## config.mk

```make
export PLATFORM = sky130hd
export DESIGN_NAME = spi_page_write_sched_flat
export DESIGN_NICKNAME = d
export VERILOG_FILES = /design/src/rtl/spi_page_write_sched_pkg.sv /design/src/rtl/spi_page_write_sched_if.sv /design/src/rtl/spi_page_write_sched_chunk_calc.sv /design/src/rtl/spi_page_write_sched.sv /design/src/flat_wrapper.sv
export SDC_FILE = /design/constraint.sdc
export NUM_CORES = 1
export LEC_CHECK = 0
export CAP_MARGIN = 20
export CORE_MARGIN = 2
export CORE_UTILIZATION = 35
export DETAILED_ROUTE_END_ITERATION = 10
export HOLD_SLACK_MARGIN = 0.15
export PLACE_DENSITY = 0.6
export RECOVER_POWER = 25
export SLEW_MARGIN = 20
export SYNTH_ARGS = -nofsm -noshare
export SYNTH_HDL_FRONTEND = slang
export SYNTH_HIERARCHICAL = 1
export SYNTH_SLANG_ARGS = --single-unit
```

## constraint.sdc

```tcl
create_clock -name clk -period 9.5 [get_ports clk]
set_clock_uncertainty 0.2 [all_clocks]
set_input_delay 1.9 -clock clk [delete_from_list [all_inputs] [get_ports clk]]
set_output_delay 1.9 -clock clk [all_outputs]
set_load 0.02 [all_outputs]
```

## src/rtl/spi_page_write_sched_pkg.sv

```systemverilog
// Shared definitions for the SPI page-write scheduler.
//   - FSM state encodings
//   - default flash page size (FLASH_PAGE_SIZE)
//   - page-offset mask helper
package spi_page_write_sched_pkg;

  localparam int FLASH_PAGE_SIZE = 256;

  typedef enum logic [2:0] {
    ST_IDLE      = 3'd0,
    ST_CALC      = 3'd1,
    ST_REQ       = 3'd2,
    ST_XFER      = 3'd3,
    ST_WAIT_DONE = 3'd4,
    ST_DONE      = 3'd5
  } state_e;

  // Mask selecting the in-page offset bits of a flash address.
  function automatic logic [31:0] page_off_mask(input int page_size);
    return 32'(page_size - 1);
  endfunction

  localparam logic [31:0] FLASH_PAGE_MASK = page_off_mask(FLASH_PAGE_SIZE);

endpackage

```

## src/rtl/spi_page_write_sched_if.sv

```systemverilog
// Scheduler <-> ROM B write serializer bus.
//   pp_req/pp_addr/pp_len/pp_ack : page-program request handshake
//   byte_valid/byte_data/byte_req: byte stream, transfers on valid && req
//   pp_done                      : writer finished programming the page
// master = scheduler, slave = writer.
interface spi_page_write_sched_if #(
  parameter int ADDR_W = 32,
  parameter int LEN_W  = 9
);
  logic              pp_req;
  logic [ADDR_W-1:0] pp_addr;
  logic [LEN_W-1:0]  pp_len;
  logic              pp_ack;
  logic              byte_valid;
  logic [7:0]        byte_data;
  logic              byte_req;
  logic              pp_done;

  modport master (
    output pp_req, pp_addr, pp_len, byte_valid, byte_data,
    input  pp_ack, byte_req, pp_done
  );

  modport slave (
    input  pp_req, pp_addr, pp_len, byte_valid, byte_data,
    output pp_ack, byte_req, pp_done
  );
endinterface

```

## src/rtl/spi_page_write_sched_chunk_calc.sv

```systemverilog
// spi_chunk_calc: combinational burst-size calculator.
//   addr      : current destination address
//   remaining : bytes still to copy
//   chunk     : min(PAGE_SIZE - (addr mod PAGE_SIZE), remaining)
module spi_chunk_calc
  import spi_page_write_sched_pkg::*;
#(
  parameter int PAGE_SIZE = FLASH_PAGE_SIZE,
  parameter int ADDR_W    = 32,
  parameter int CNT_W     = 16,
  parameter int LEN_W     = $clog2(PAGE_SIZE) + 1
) (
  input  logic [ADDR_W-1:0] addr,
  input  logic [CNT_W-1:0]  remaining,
  output logic [LEN_W-1:0]  chunk
);
  localparam int CMP_W = (CNT_W > LEN_W) ? CNT_W : LEN_W;
  localparam logic [ADDR_W-1:0] OFF_MASK = ADDR_W'(page_off_mask(PAGE_SIZE));

  logic [ADDR_W-1:0] off_full;
  logic [LEN_W-1:0]  room;
  logic [CMP_W-1:0]  room_x, rem_x;

  always_comb begin
    off_full = addr & OFF_MASK;
    // Room left in the page is 1..PAGE_SIZE, so it always fits LEN_W.
    room   = LEN_W'(PAGE_SIZE) - LEN_W'(off_full);
    room_x = CMP_W'(room);
    rem_x  = CMP_W'(remaining);
    chunk  = (rem_x < room_x) ? LEN_W'(remaining) : room;
  end
endmodule

```

## src/rtl/spi_page_write_sched.sv

```systemverilog
// spi_page_write_sched: drains the SPI read FIFO and issues page-program
// bursts to the ROM B writer without crossing a flash page boundary.
// Ports:
//   clk, rst            : clock, synchronous active-high reset
//   start               : job start pulse (ignored while busy or on done)
//   dst_start_addr      : first destination address
//   total_len           : bytes to copy
//   fifo_empty/fifo_data/fifo_rd_en : read FIFO (data one cycle after pop)
//   wr                  : writer bus (spi_page_write_sched_if.master)
//   busy, done          : job status; done is a one-cycle pulse
//   bytes_written       : bytes handed to the writer this/last job
//   checksum            : 8-bit byte sum, only with SPI_COPY_CHECKSUM_EN
// Optional feature macro: SPI_COPY_CHECKSUM_EN (undefined -> checksum = 0).
module spi_page_write_sched
  import spi_page_write_sched_pkg::*;
#(
  parameter int PAGE_SIZE = FLASH_PAGE_SIZE,
  parameter int ADDR_W    = 32,
  parameter int CNT_W     = 16,
  localparam int LEN_W    = $clog2(PAGE_SIZE) + 1
) (
  input  logic                  clk,
  input  logic                  rst,
  input  logic                  start,
  input  logic [ADDR_W-1:0]     dst_start_addr,
  input  logic [CNT_W-1:0]      total_len,
  input  logic                  fifo_empty,
  input  logic [7:0]            fifo_data,
  output logic                  fifo_rd_en,
  spi_page_write_sched_if.master wr,
  output logic                  busy,
  output logic                  done,
  output logic [CNT_W-1:0]      bytes_written,
  output logic [7:0]            checksum
);

  state_e            state;
  logic [ADDR_W-1:0] addr;
  logic [CNT_W-1:0]  remaining;
  logic [LEN_W-1:0]  page_cnt, fetch_cnt, chunk;
  logic [7:0]        hold_data;
  logic              hold_valid;
  logic              pop_pend;
  logic              pp_req_q;
  logic [ADDR_W-1:0] pp_addr_q;
  logic [LEN_W-1:0]  pp_len_q;
  logic              done_q;
  logic [CNT_W-1:0]  bw_q;
  logic              hs, pop, start_acc;

  spi_chunk_calc #(
    .PAGE_SIZE (PAGE_SIZE),
    .ADDR_W    (ADDR_W),
    .CNT_W     (CNT_W),
    .LEN_W     (LEN_W)
  ) u_chunk (
    .addr      (addr),
    .remaining (remaining),
    .chunk     (chunk)
  );

  // The hold register only carries data during XFER, so hs implies XFER.
  assign hs        = hold_valid & wr.byte_req;
  // done_q high means the FSM just left DONE; a start in that cycle is dropped.
  assign start_acc = start & (state == ST_IDLE) & ~done_q;
  // One pop in flight at a time; the popped byte needs an empty (or emptying)
  // hold register one cycle later.
  assign pop = ~rst & (state == ST_XFER) & (~hold_valid | hs) & ~pop_pend &
               ~fifo_empty & (fetch_cnt != '0);

  assign fifo_rd_en    = pop;
  assign wr.pp_req     = pp_req_q;
  assign wr.pp_addr    = pp_addr_q;
  assign wr.pp_len     = pp_len_q;
  assign wr.byte_valid = hold_valid;
  assign wr.byte_data  = hold_data;
  assign busy          = (state != ST_IDLE);
  assign done          = done_q;
  assign bytes_written = bw_q;

  always_ff @(posedge clk) begin
    if (rst) begin
      state      <= ST_IDLE;
      addr       <= '0;
      remaining  <= '0;
      page_cnt   <= '0;
      fetch_cnt  <= '0;
      hold_data  <= '0;
      hold_valid <= 1'b0;
      pop_pend   <= 1'b0;
      pp_req_q   <= 1'b0;
      pp_addr_q  <= '0;
      pp_len_q   <= '0;
      done_q     <= 1'b0;
      bw_q       <= '0;
    end else begin
      done_q   <= 1'b0;
      pop_pend <= pop;
      if (pop) fetch_cnt <= fetch_cnt - 1'b1;

      if (pop_pend) begin
        hold_data  <= fifo_data;
        hold_valid <= 1'b1;
      end else if (hs) begin
        hold_valid <= 1'b0;
      end

      if (hs) begin
        page_cnt  <= page_cnt - 1'b1;
        remaining <= remaining - 1'b1;
        addr      <= addr + 1'b1;
        bw_q      <= bw_q + 1'b1;
      end

      case (state)
        ST_IDLE: begin
          if (start_acc) begin
            addr      <= dst_start_addr;
            remaining <= total_len;
            bw_q      <= '0;
            state     <= (total_len == '0) ? ST_DONE : ST_CALC;
          end
        end
        ST_CALC: begin
          page_cnt  <= chunk;
          fetch_cnt <= chunk;
          pp_req_q  <= 1'b1;
          pp_addr_q <= addr;
          pp_len_q  <= chunk;
          state     <= ST_REQ;
        end
        ST_REQ: begin
          if (wr.pp_ack) begin
            pp_req_q <= 1'b0;
            state    <= ST_XFER;
          end
        end
        ST_XFER: begin
          if (hs && page_cnt == LEN_W'(1)) state <= ST_WAIT_DONE;
        end
        ST_WAIT_DONE: begin
          if (wr.pp_done) state <= (remaining != '0) ? ST_CALC : ST_DONE;
        end
        ST_DONE: begin
          done_q <= 1'b1;
          state  <= ST_IDLE;
        end
        default: state <= ST_IDLE;
      endcase
    end
  end

`ifdef SPI_COPY_CHECKSUM_EN
  logic [7:0] csum_q;
  always_ff @(posedge clk) begin
    if (rst)            csum_q <= 8'h00;
    else if (start_acc) csum_q <= 8'h00;
    else if (hs)        csum_q <= csum_q + hold_data;
  end
  assign checksum = csum_q;
`else
  assign checksum = 8'h00;
`endif

endmodule
```

## src/flat_wrapper.sv

```systemverilog
// flat-port wrapper written by rule: the top's interface ports become plain ports
module spi_page_write_sched_flat import spi_page_write_sched_pkg::*;
#(
  parameter int PAGE_SIZE = FLASH_PAGE_SIZE,
  parameter int ADDR_W    = 32,
  parameter int CNT_W     = 16,
  localparam int LEN_W    = $clog2(PAGE_SIZE) + 1
)
  (clk, rst, start, dst_start_addr, total_len, fifo_empty, fifo_data, fifo_rd_en, busy, done, bytes_written, checksum, wr_pp_req, wr_pp_addr, wr_pp_len, wr_byte_valid, wr_byte_data, wr_pp_ack, wr_byte_req, wr_pp_done);
  spi_page_write_sched_if #(.ADDR_W(ADDR_W)) wr_i ();
  input  logic clk;
  input  logic rst;
  input  logic start;
  input  logic [ADDR_W-1:0] dst_start_addr;
  input  logic [CNT_W-1:0] total_len;
  input  logic fifo_empty;
  input  logic [7:0] fifo_data;
  output logic fifo_rd_en;
  output logic busy;
  output logic done;
  output logic [CNT_W-1:0] bytes_written;
  output logic [7:0] checksum;
  output wire logic [$bits(wr_i.pp_req)-1:0] wr_pp_req;
  output wire logic [$bits(wr_i.pp_addr)-1:0] wr_pp_addr;
  output wire logic [$bits(wr_i.pp_len)-1:0] wr_pp_len;
  output wire logic [$bits(wr_i.byte_valid)-1:0] wr_byte_valid;
  output wire logic [$bits(wr_i.byte_data)-1:0] wr_byte_data;
  input wire logic [$bits(wr_i.pp_ack)-1:0] wr_pp_ack;
  input wire logic [$bits(wr_i.byte_req)-1:0] wr_byte_req;
  input wire logic [$bits(wr_i.pp_done)-1:0] wr_pp_done;
  assign wr_pp_req = wr_i.pp_req;
  assign wr_pp_addr = wr_i.pp_addr;
  assign wr_pp_len = wr_i.pp_len;
  assign wr_byte_valid = wr_i.byte_valid;
  assign wr_byte_data = wr_i.byte_data;
  assign wr_i.pp_ack = wr_pp_ack;
  assign wr_i.byte_req = wr_byte_req;
  assign wr_i.pp_done = wr_pp_done;
  spi_page_write_sched #(.PAGE_SIZE(PAGE_SIZE), .ADDR_W(ADDR_W), .CNT_W(CNT_W)) u_core (.clk(clk), .rst(rst), .start(start), .dst_start_addr(dst_start_addr), .total_len(total_len), .fifo_empty(fifo_empty), .fifo_data(fifo_data), .fifo_rd_en(fifo_rd_en), .wr(wr_i), .busy(busy), .done(done), .bytes_written(bytes_written), .checksum(checksum));
endmodule
```

==> metrics.md <==
| Metric | Value |
|---|---|
| Synth area leader | `dfxtp_1` |
| Die height | `144 µm` |
| Die ar. | `20800 µm²` |
| Slowest CP cell | `clkbuf_1` |
| Ys async rst share | `0%` |
| Max IR drop VDD | `123 µV` |
| FP Rows | `51` |
| Critical Path, Cell by Cell | `clkbuf_1 -> clkbuf_1 -> nor2_2 -> nand2_1 -> o21ai_1` |
| Total gr overflow | `0` |
| Clock buffer depth | `2` |
| Number of diodes | `0` |
| Critical path arrival | `6.62 ns` |
| Synthesized flop and latch total | `138` |
| HPWL Detailed | `12.3 mm` |
| Number of global-route vias before repair | `5676` |
| Share of the synthesized area in the top cell type | `40.1%` |
| Final setup fails | `0` |
| Final instance area | `8860 µm²` |
| Synthesized cell area | `6890 µm²` |
| Worst Hold Class | `flop to flop` |
| Min Hold Slack | `0.251 ns` |
| Worst-Margin Slew | `4.52 ns` |
| Final Hold Viols | `0` |
| Setup Buffers After CTS | `0` |
| Nets@finish | `993` |
| Skew-Pair Late Insertion Delay | `0.43 ns` |
| Global Route Usage Sum | `17.6%` |
| Fin crit share | `68.8%` |
| Critical path fanouts, max | `94` |
| Req. time, crit path | `9.58 ns` |
| Reg clk slew, reported paths | `0.06 ns` |
| DRC errors left | `0` |
| Pre-CTS setup slack | `3.38 ns` |
| Cts repair resizes | `0` |
| Power Density | `290 nW/µm²` |
| Setup Crit Path Kind | `input port to flop` |
| Fin Setup TNS | `0 ns` |
| Top_reg_cell synth | `dfxtp_1` |
| Seq/Total Area, Yosys | `40.1%` |
| Commonest cells post-synth | `138 x dfxtp_1, 122 x nand2_1, 83 x nor2_1` |
| Worst setup margin | `2.96 ns` |
| Status | `finished with violations` |
| DR WL/cell | `15.2 µm` |
| Mapped Cells | `810` |
| Leak pwr | `0.00302 µW` |
| Yosys warnings | `6` |
| Fin crit period | `6.54 ns` |
| Failing checks | `max-capacitance violations, max-slew violations` |
| Area contributors post-synth | `dfxtp_1 40%, nand2_1 6.7%, xor2_1 5.5%, a21oi_1 4.7%, nor2_1 4.5%` |
| Pin count of the biggest net entering global routing | `95` |
| Initial antenna violation count | `0` |
| Area grow syn2layout | `28.6%` |
| EDFF count, synth | `0` |
| Pre-antenna DRT Iters | `5` |
| Slew Limit Fails | `95` |
| H-tree levels | `4` |
| CTS hold repair buffers | `0` |
| Yosys cell types | `64` |
| Core area | `19400 µm²` |
| DIE WIDTH | `144 µm` |
| Fmax | `153 MHz` |
| Initial Util | `35.5%` |
| Count of input and output buffers | `132` |
| First-pass GRT wire length | `28.8 mm` |
| Avg Synthesized Cell Area | `8.50 µm²` |
| Most frequent cell after synthesis | `dfxtp_1` |
| Unrepaired setup endpoints after global routing | `no` |
| CTS Buf Count | `17` |
| Share of layout cells above drive strength 1 | `7.33%` |
| Post-Layout Cell Count | `1193` |
| CP most frequent cell | `clkbuf_1` |
| Rel. slew slack | `-202%` |
| Routed WL | `18.1 mm` |
| CP startpoint kind | `input port` |
| Gpl congestion | `0.808` |
| Max incr delay on CP | `3.20 ns` |
| Initial DRC count | `326` |
| TritonCTS Sinks | `138` |
| Max-cap violation count | `1` |
| Crit. End Element | `flop` |
| IO Pins | `141` |
| Inst Count DP | `1161` |
| ANT nets after route | `0` |
| Clock root buffer | `clkbuf_16` |
| Placed cell area | `8300 µm²` |
| DR vias | `6026` |
| CTS tree | `yes` |
| Via density per instance | `5.05` |
==> per-layer routing <==
metal	wire length, µm	track usage, %
met1	9020	24.2
met4	337	6.08
met2	7970	27.5
met5	0	0
met3	755	3.61
==> state kept, by name (all words and copies together), names as in the netlist <==
| name | cells |
|---|---|
| u_core/wr.pp_len | 9 |
| u_core/addr | 32 |
| u_core/wr.pp_addr | 32 |
| u_core/remaining | 16 |
| u_core/state | 3 |
| u_core/wr.byte_valid | 1 |
| u_core/pop_pend | 1 |
| u_core/wr.byte_data | 8 |
| u_core/bytes_written | 16 |
| u_core/fetch_cnt | 9 |
| u_core/page_cnt | 9 |
| u_core/wr.pp_req | 1 |
| u_core/done | 1 |
==> cell usage in the layout (no fill, tap or decap), drive strengths merged, types with 6 or more instances in the layout <==
master and n:
dlygate4sd3 16, nor4 16, mux2i 8, dfxtp 138
nand3 22, nand4 26, o21ai 19, or4 6
xor2 43, a21oi 64, and3 8, and4 6
o31ai 8, nand2 122, o21bai 7, a211oi 40
ha 15, inv 16, clkinvlp 6, nor3 16
xnor2 31, nor2 85, clkdlybuf4s50 115, clkbuf 22
or3 14, conb 8
==> logic make-up after synthesis <==
| group | Yosys count | synth area share (%) |
|---|---|---|
| compound gates | 159 | 15.5 |
| flops | 138 | 40.1 |
| buf+inv | 71 | 5.11 |
| xor+xnor | 74 | 9.41 |
| fa+ha+maj | 15 | 2.73 |
| other cells | 1 | 0.0545 |
| mux | 10 | 1.60 |
| simple gates | 342 | 25.5 |
==> metrics by stage <==
stage	util, %	power (µW)
4_1_cts	45.7	2580
2_1_floorplan	-	1640
5_1_grt	45.7	2740
6_report	45.7	2570
3_3_place_gp	42.8	1920
3_5_place_dp	42.8	1930
==> critical path: cells and delay by family <==
kind,cells,cell delay (ns)
AND/OR/NAND/NOR,2,0.65
AO/OA/AOI/OAI,1,0.08
buffers and inverters,2,3.86
==> final cells by class <==
| type | instances | area [µm²] |
|---|---|---|
| Clock buffer | 20 | 457 |
| Clock inverter | 12 | 115 |
| Fill cell | 1970 | 10500 |
| Inverter | 13 | 48.8 |
| Multi-Input combinational cell | 608 | 3790 |
| Sequential cell | 138 | 2760 |
| Tap cell | 265 | 332 |
| Timing Repair Buffer | 137 | 1350 |
==> worst paths after layout <==
kind	start	endpoint	slack (ns)	cells after the start
min reg2reg	u_core/wr.pp_addr[16]$_SDFFE_PP0P_	u_core/wr.pp_addr[16]$_SDFFE_PP0P_	0.25	2
max	rst	u_core/addr[24]$_SDFF_PP0_	2.96	5
min	u_core/wr.pp_addr[16]$_SDFFE_PP0P_	u_core/wr.pp_addr[16]$_SDFFE_PP0P_	0.25	2
max reg2reg	u_core/addr[0]$_SDFF_PP0_	u_core/page_cnt[1]$_SDFFE_PP0P_	5.23	12
==> power breakdown <==
part | internal, µW | total, µW | leakage [µW] | switching [µW]
clock network | 376 | 640 | 0.000262 | 265
logic | 420 | 1010 | 0.00163 | 592
registers | 727 | 913 | 0.00113 | 186
total | 1520 | 2570 | 0.00302 | 1040
Power figures use the tool's default switching activity.
